[src/rtl/bus_cond_detector.sv]
// -----------------------------------------------------------------------------
// bus_cond_detector
// Conditions the raw SCL/SDA pad inputs and detects bus conditions on them.
// Each line is synchronized and then glitch-filtered. Registered edge pulses
// and START/STOP pulses are derived from the filtered lines. When i_hdr_en is
// high, an FSM tracks the HDR Restart and HDR Exit patterns.
//
// Ports
//   i_sys_clk       system clock, all state on the rising edge
//   i_sys_rst       asynchronous active-high reset
//   i_scl, i_sda    raw pad levels, asynchronous to i_sys_clk
//   i_hdr_en        target is in HDR mode (enables the pattern FSM)
//   o_scl, o_sda    filtered line levels
//   o_scl_pos/neg   one-cycle edge pulses of filtered SCL
//   o_sda_pos/neg   one-cycle edge pulses of filtered SDA
//   o_start         START / Repeated START pulse
//   o_stop          STOP pulse
//   o_hdr_restart   HDR Restart pattern complete pulse
//   o_hdr_exit      HDR Exit pattern (4th SDA fall) pulse
//   o_sda_fall_cnt  SDA falls in the current HDR pattern, saturates at 4
// -----------------------------------------------------------------------------
module bus_cond_detector #(
   parameter int unsigned FILT_LEN = 2
) (
   input  logic       i_sys_clk,
   input  logic       i_sys_rst,
   input  logic       i_scl,
   input  logic       i_sda,
   input  logic       i_hdr_en,
   output logic       o_scl,
   output logic       o_sda,
   output logic       o_scl_pos,
   output logic       o_scl_neg,
   output logic       o_sda_pos,
   output logic       o_sda_neg,
   output logic       o_start,
   output logic       o_stop,
   output logic       o_hdr_restart,
   output logic       o_hdr_exit,
   output logic [2:0] o_sda_fall_cnt
);

   localparam logic [3:0] LP_FILT_M1 = 4'(FILT_LEN - 1);

   typedef enum logic [1:0] {
      ST_IDLE,
      ST_COUNT,
      ST_RST_ARM,
      ST_DONE
   } state_t;

   // synchronizers
   logic r_scl_s1, r_scl_s2, r_sda_s1, r_sda_s2;
   // filters
   logic       r_scl_f, r_sda_f;
   logic [3:0] r_scl_cnt, r_sda_cnt;
   // previous-cycle filtered values
   logic       r_scl_d, r_sda_d;
   // registered pulses
   logic r_scl_pos, r_scl_neg, r_sda_pos, r_sda_neg;
   logic r_start, r_stop, r_hdr_restart, r_hdr_exit;
   // HDR FSM
   state_t     r_state, w_state_nxt;
   logic [2:0] r_fall_cnt, w_fall_cnt_nxt;
   logic       w_exit, w_restart;

   logic w_scl_rise, w_scl_fall, w_sda_rise, w_sda_fall;
   logic w_scl_hi, w_scl_lo, w_start, w_stop;

   // Synchronizer, filter and one-cycle delay of the filtered value.
   // Everything resets to 1 so that released lines look idle-high.
   always_ff @(posedge i_sys_clk or posedge i_sys_rst) begin
      if (i_sys_rst) begin
         r_scl_s1  <= 1'b1;
         r_scl_s2  <= 1'b1;
         r_sda_s1  <= 1'b1;
         r_sda_s2  <= 1'b1;
         r_scl_f   <= 1'b1;
         r_sda_f   <= 1'b1;
         r_scl_d   <= 1'b1;
         r_sda_d   <= 1'b1;
         r_scl_cnt <= '0;
         r_sda_cnt <= '0;
      end else begin
         r_scl_s1 <= i_scl;
         r_scl_s2 <= r_scl_s1;
         r_sda_s1 <= i_sda;
         r_sda_s2 <= r_sda_s1;
         r_scl_d  <= r_scl_f;
         r_sda_d  <= r_sda_f;

         if (r_scl_s2 != r_scl_f) begin
            if (r_scl_cnt == LP_FILT_M1) begin
               r_scl_f   <= r_scl_s2;
               r_scl_cnt <= '0;
            end else begin
               r_scl_cnt <= r_scl_cnt + 4'd1;
            end
         end else begin
            r_scl_cnt <= '0;
         end

         if (r_sda_s2 != r_sda_f) begin
            if (r_sda_cnt == LP_FILT_M1) begin
               r_sda_f   <= r_sda_s2;
               r_sda_cnt <= '0;
            end else begin
               r_sda_cnt <= r_sda_cnt + 4'd1;
            end
         end else begin
            r_sda_cnt <= '0;
         end
      end
   end

   // Events seen between the previous and current filtered values.
   assign w_scl_rise = r_scl_f & ~r_scl_d;
   assign w_scl_fall = ~r_scl_f & r_scl_d;
   assign w_sda_rise = r_sda_f & ~r_sda_d;
   assign w_sda_fall = ~r_sda_f & r_sda_d;
   // SCL level qualifiers require SCL to be steady across the event, so a
   // simultaneous SCL/SDA change never counts as START/STOP or an HDR step.
   assign w_scl_hi   = r_scl_f & r_scl_d;
   assign w_scl_lo   = ~r_scl_f & ~r_scl_d;
   assign w_start    = w_sda_fall & w_scl_hi;
   assign w_stop     = w_sda_rise & w_scl_hi;

   // HDR pattern next-state logic
   always_comb begin
      w_state_nxt    = r_state;
      w_fall_cnt_nxt = r_fall_cnt;
      w_exit         = 1'b0;
      w_restart      = 1'b0;
      case (r_state)
         ST_IDLE: begin
            if (w_sda_fall && w_scl_lo) begin
               w_state_nxt    = ST_COUNT;
               w_fall_cnt_nxt = 3'd1;
            end
         end
         ST_COUNT: begin
            if (w_scl_rise) begin
               w_state_nxt    = ST_IDLE;
               w_fall_cnt_nxt = 3'd0;
            end else if (w_sda_fall && w_scl_lo) begin
               if (r_fall_cnt >= 3'd3) begin
                  w_state_nxt    = ST_DONE;
                  w_fall_cnt_nxt = 3'd4;
                  w_exit         = 1'b1;
               end else begin
                  w_fall_cnt_nxt = r_fall_cnt + 3'd1;
               end
            end else if (w_sda_rise && w_scl_lo && (r_fall_cnt == 3'd2)) begin
               w_state_nxt = ST_RST_ARM;
            end
         end
         ST_RST_ARM: begin
            if (w_scl_rise) begin
               // SCL rising with SDA low abandons the pattern silently.
               w_state_nxt    = ST_IDLE;
               w_fall_cnt_nxt = 3'd0;
               w_restart      = r_sda_f;
            end else if (w_sda_fall && w_scl_lo) begin
               w_state_nxt    = ST_COUNT;
               w_fall_cnt_nxt = 3'd3;
            end
         end
         ST_DONE: begin
            w_fall_cnt_nxt = 3'd4;
            if (w_stop) begin
               w_state_nxt    = ST_IDLE;
               w_fall_cnt_nxt = 3'd0;
            end
         end
         default: begin
            w_state_nxt    = ST_IDLE;
            w_fall_cnt_nxt = 3'd0;
         end
      endcase

      if (!i_hdr_en) begin
         w_state_nxt    = ST_IDLE;
         w_fall_cnt_nxt = 3'd0;
         w_exit         = 1'b0;
         w_restart      = 1'b0;
      end
   end

   // Pulse registers and FSM state
   always_ff @(posedge i_sys_clk or posedge i_sys_rst) begin
      if (i_sys_rst) begin
         r_scl_pos     <= 1'b0;
         r_scl_neg     <= 1'b0;
         r_sda_pos     <= 1'b0;
         r_sda_neg     <= 1'b0;
         r_start       <= 1'b0;
         r_stop        <= 1'b0;
         r_hdr_restart <= 1'b0;
         r_hdr_exit    <= 1'b0;
         r_state       <= ST_IDLE;
         r_fall_cnt    <= '0;
      end else begin
         r_scl_pos     <= w_scl_rise;
         r_scl_neg     <= w_scl_fall;
         r_sda_pos     <= w_sda_rise;
         r_sda_neg     <= w_sda_fall;
         r_start       <= w_start;
         r_stop        <= w_stop;
         r_hdr_restart <= w_restart;
         r_hdr_exit    <= w_exit;
         r_state       <= w_state_nxt;
         r_fall_cnt    <= w_fall_cnt_nxt;
      end
   end

   assign o_scl          = r_scl_f;
   assign o_sda          = r_sda_f;
   assign o_scl_pos      = r_scl_pos;
   assign o_scl_neg      = r_scl_neg;
   assign o_sda_pos      = r_sda_pos;
   assign o_sda_neg      = r_sda_neg;
   assign o_start        = r_start;
   assign o_stop         = r_stop;
   assign o_hdr_restart  = r_hdr_restart;
   assign o_hdr_exit     = r_hdr_exit;
   assign o_sda_fall_cnt = r_fall_cnt;

endmodule

[config.mk]
export PLATFORM = sky130hd
export DESIGN_NAME = bus_cond_detector
export DESIGN_NICKNAME = d
export VERILOG_FILES = /design/src/rtl/bus_cond_detector.sv
export SDC_FILE = /design/constraint.sdc
export NUM_CORES = 1
export LEC_CHECK = 0
export ABC_AREA = 0
export CAP_MARGIN = 20
export CORE_MARGIN = 2
export CORE_UTILIZATION = 45
export CTS_BUF_LIST = sky130_fd_sc_hd__clkbuf_8
export DETAILED_ROUTE_END_ITERATION = 7
export PLACE_DENSITY = 0.68
export SLEW_MARGIN = 30
export SYNTH_ARGS = -nofsm -noshare
export SYNTH_HDL_FRONTEND = slang
export SYNTH_SLANG_ARGS = --single-unit
[constraint.sdc]
create_clock -name i_sys_clk -period 3.2 [get_ports i_sys_clk]
set_clock_uncertainty 0.05 [all_clocks]
set_input_delay 0.64 -clock i_sys_clk [delete_from_list [all_inputs] [get_ports i_sys_clk]]
set_output_delay 0.64 -clock i_sys_clk [all_outputs]
set_load 0.05 [all_outputs]
==> reports/summary.txt <==
Total stage count of the critical path = 1
Setup WS post-layout = 0.752 ns
Chain of cells forming the critical path = clkdlybuf4s50_1
Launch point of the worst path = o_scl$_DFFE_PP1P_
Cell types with the highest counts after synthesis = sky130_fd_sc_hd__dfrtp_1 (21), sky130_fd_sc_hd__nor2_1 (17), sky130_fd_sc_hd__dfstp_2 (8), sky130_fd_sc_hd__inv_1 (8)
TritonCTS clock tree = built
Tmin final = 2.45 ns
Placed cell areas = 0.00150 mm²
Grt total ovfl = 0
Maximum number of pins on one net before global-route repair = 28
Fmax = 408 MHz
IR Drop Worst-Case VDD = 0.643 mV
First-pass iteration count of the detailed router = 4
Total CTS buffers = 5
Number of instances in the synthesized netlist = 112
Class of the worst hold path = reg -> reg
Layout cell share with drive strength beyond 1 = 23.0%
Synthesis warning total = 0
Quantity of gates resized following cts = 0
Net count reported at finish = 146
Effective utilization at floorplan = 47.4%
Later-pin clock latency in the skew report = 0.28 ns
Horizontal extent of the die = 57.9 µm
Hold-fix buffers at CTS = 0
Final number of setup-violating endpoints = 0
CP Capture Point = o_scl
Run status = completed
Post-synth EDFFs = 0
Number of DRC violations after detailed routing = 0
Sinks on Clock Net = 29
Count of pins on the block boundary = 18
CP max FO = 11
Top post-synthesis cells by area = sky130_fd_sc_hd__dfrtp_1 (40%), sky130_fd_sc_hd__dfstp_2 (16%), sky130_fd_sc_hd__ha_1 (6.7%)
Share of Yosys cell area claimed by the top area cell type = 40.2%
Final Cycle Share = 76.5%
Critical path buffer and inverter count = 1
CP Data Arrival Time = 1.76 ns
Final total power = 0.00147 W
Routed length per placed instance = 13.0 µm
Mapped cell area = 0.00131 mm²
Final wirelength = 2160 µm
Syn_nets = 124
Most frequent cell after synthesis = sky130_fd_sc_hd__dfrtp_1
Bufs on Longest Clock Path = 2
Depth of the most critical reg-to-reg path = 4
Post-DP HPWL = 1630 µm
Crit path max-delay family = buffers and inverters
Reg-to-Reg End = o_sda_fall_cnt[0]$_DFFE_PP0P_
Part of the Yosys area used for sequential elements = 56.3%
Number of buffers added on ports = 17
Synthesis-to-layout area growth = 22.3%
Cell leakage power = 0.728 nW
Setup Fix Bufs, Post-CTS = 0
Final antenna diode count = 0
First DRT Iteration DRCs = 18
Post-Synthesis Mean Instance Area = 11.7 µm²
Overall via count from detail_route = 862
Count of distinct cell types in the synthesized netlist = 40
Antenna violations before repair = 0
Core box area = 0.00276 mm²
Data required time at the worst endpoint = 2.51 ns
Final total negative setup slack = 0 ns
Antenna violation net count after detailed routing = 0
P per Cell Area = 919 mW/mm²
Via density per instance = 5.19
Max stage delay on crit path = 0.84 ns
Maxcap violations = 0
Biggest area consumer among synthesized cells = sky130_fd_sc_hd__dfrtp_1
Crit Reg-Reg Startpoint = o_scl$_DFFE_PP1P_
Height of the die = 57.9 µm
Share of flip-flops with an asynchronous set or reset = 100%
Via count of the first global-routing pass = 889
Total number of placement rows = 19
Max-Slew Margin vs Limit = 64.0%
Global-route wire length before repair = 3890 µm
Crit path kind = reg -> out
Finished Cell Area = 0.00160 mm²
Worst reg2reg setup slack = 1.36 ns
Most used flip-flop cell after synthesis = sky130_fd_sc_hd__dfrtp_1
Endpoint class of the critical path = primary output
Root buffer cell = sky130_fd_sc_hd__clkbuf_8
Clock H-tree levels = 2
Setup slack after placement = 1.06 ns
Transition at the pin with the smallest max-transition slack = 0.540 ns
GRT Resource Usage Total = 16.1%
Hold violation total from the final report = 0
Slowest stage cell on the critical path = sky130_fd_sc_hd__clkdlybuf4s50_1
Routability congestion estimate from global placement = 0.889
CTS clk-pin slew, worst paths = 0.06 ns
Final number of max-transition violations = 0
Setup repair after global routing missed its margin = false
Number of fillers in the final layout = 249
Sort of element at the start of the critical path = flop
Die footprint = 0.00335 mm²
Number of synthesized register bits = 29
## layer usage
| metal | share of wire (%) | GRT usage [%] |
|---|---|---|
| met5 | 0 | 0 |
| met1 | 43 | 19.7 |
| met4 | 1.8 | 8.97 |
| met2 | 49 | 24.8 |
| met3 | 6.1 | 5.58 |
## report_power, final
group	internal [W]	switching, W	total [W]
logic	0.000214	0.000347	0.000561
clock network	0.000194	0.000128	0.000321
registers	0.000485	0.000102	0.000586
total	0.000893	0.000576	0.00147
## sequential cells by signal, summed over array words and instances (netlist names)
signal,count
r_scl_s1,1
r_scl_cnt,4
r_sda_cnt,4
r_sda_d,1
r_scl_s2,1
r_sda_s2,1
o_sda,1
r_state,2
o_start,1
r_scl_d,1
o_sda_pos,1
o_hdr_restart,1
o_sda_neg,1
o_sda_fall_cnt,3
o_scl,1
o_scl_neg,1
o_hdr_exit,1
o_scl_pos,1
o_stop,1
r_sda_s1,1
## final cells by class
type | instances | area [µm²] | area share, %
multi-input combinational | 71 | 510 | 31.9
clock inverter | 1 | 5.00 | 0.313
tap | 31 | 38.8 | 2.43
inverter | 9 | 33.8 | 2.11
clock buffer | 7 | 96.3 | 6.03
timing repair buffer | 18 | 178 | 11.1
sequential | 29 | 736 | 46.0
## cells by family (layout without fill, tap and decap cells)
group | count (synthesis) | count (layout) | synth area share [%]
buffers and inverters | 12 | 35 | 4.60
flip-flops | 29 | 29 | 56.3
adder cells (fa/ha/maj) | 7 | 7 | 6.70
AO/OA/AOI/OAI | 15 | 15 | 10.3
multiplexers | 2 | 2 | 1.72
AND/OR/NAND/NOR | 41 | 41 | 16.3
XOR/XNOR | 6 | 6 | 4.02
## stage by stage
step / util (%) / hold slack (ns) / cells
global placement: 54.3 / 0.295 / 158
finish: 57.9 / 0.305 / 166
global route: 57.9 / 0.311 / 166
CTS: 57.9 / 0.306 / 166
detailed placement: 54.3 / 0.297 / 158
floorplan: - / 0.295 / 112
## cells in the final DEF (no fill, tap or decap), types with 2 or more instances in the layout
cell type / Yosys / final
sky130_fd_sc_hd__nand2_1: 7 / 7
sky130_fd_sc_hd__xnor2_1: 2 / 2
sky130_fd_sc_hd__mux2_2: 2 / 2
sky130_fd_sc_hd__ha_1: 7 / 7
sky130_fd_sc_hd__clkbuf_8: 0 / 7
sky130_fd_sc_hd__clkdlybuf4s50_1: 0 / 17
sky130_fd_sc_hd__inv_1: 8 / 7
sky130_fd_sc_hd__o2bb2ai_1: 2 / 2
sky130_fd_sc_hd__xor2_1: 4 / 4
sky130_fd_sc_hd__nand3_1: 3 / 3
sky130_fd_sc_hd__nor2_1: 17 / 17
sky130_fd_sc_hd__dfrtp_1: 21 / 21
sky130_fd_sc_hd__a22o_1: 2 / 2
sky130_fd_sc_hd__dfstp_2: 8 / 8
sky130_fd_sc_hd__inv_2: 1 / 2
## how the worst min path moves through the flow
| stage | depth (start not counted) | start | to |
|---|---|---|---|
| global placement | 0 | r_sda_s1$_DFF_PP1_ | r_sda_s2$_DFF_PP1_ |
| detailed placement | 0 | r_sda_s1$_DFF_PP1_ | r_sda_s2$_DFF_PP1_ |
| CTS | 0 | r_sda_s1$_DFF_PP1_ | r_sda_s2$_DFF_PP1_ |
| floorplan | 0 | r_scl_s1$_DFF_PP1_ | r_scl_s2$_DFF_PP1_ |
| global route | 0 | r_sda_s1$_DFF_PP1_ | r_sda_s2$_DFF_PP1_ |
| finish | 0 | r_sda_s1$_DFF_PP1_ | r_sda_s2$_DFF_PP1_ |
Power figures use the tool's default switching activity.
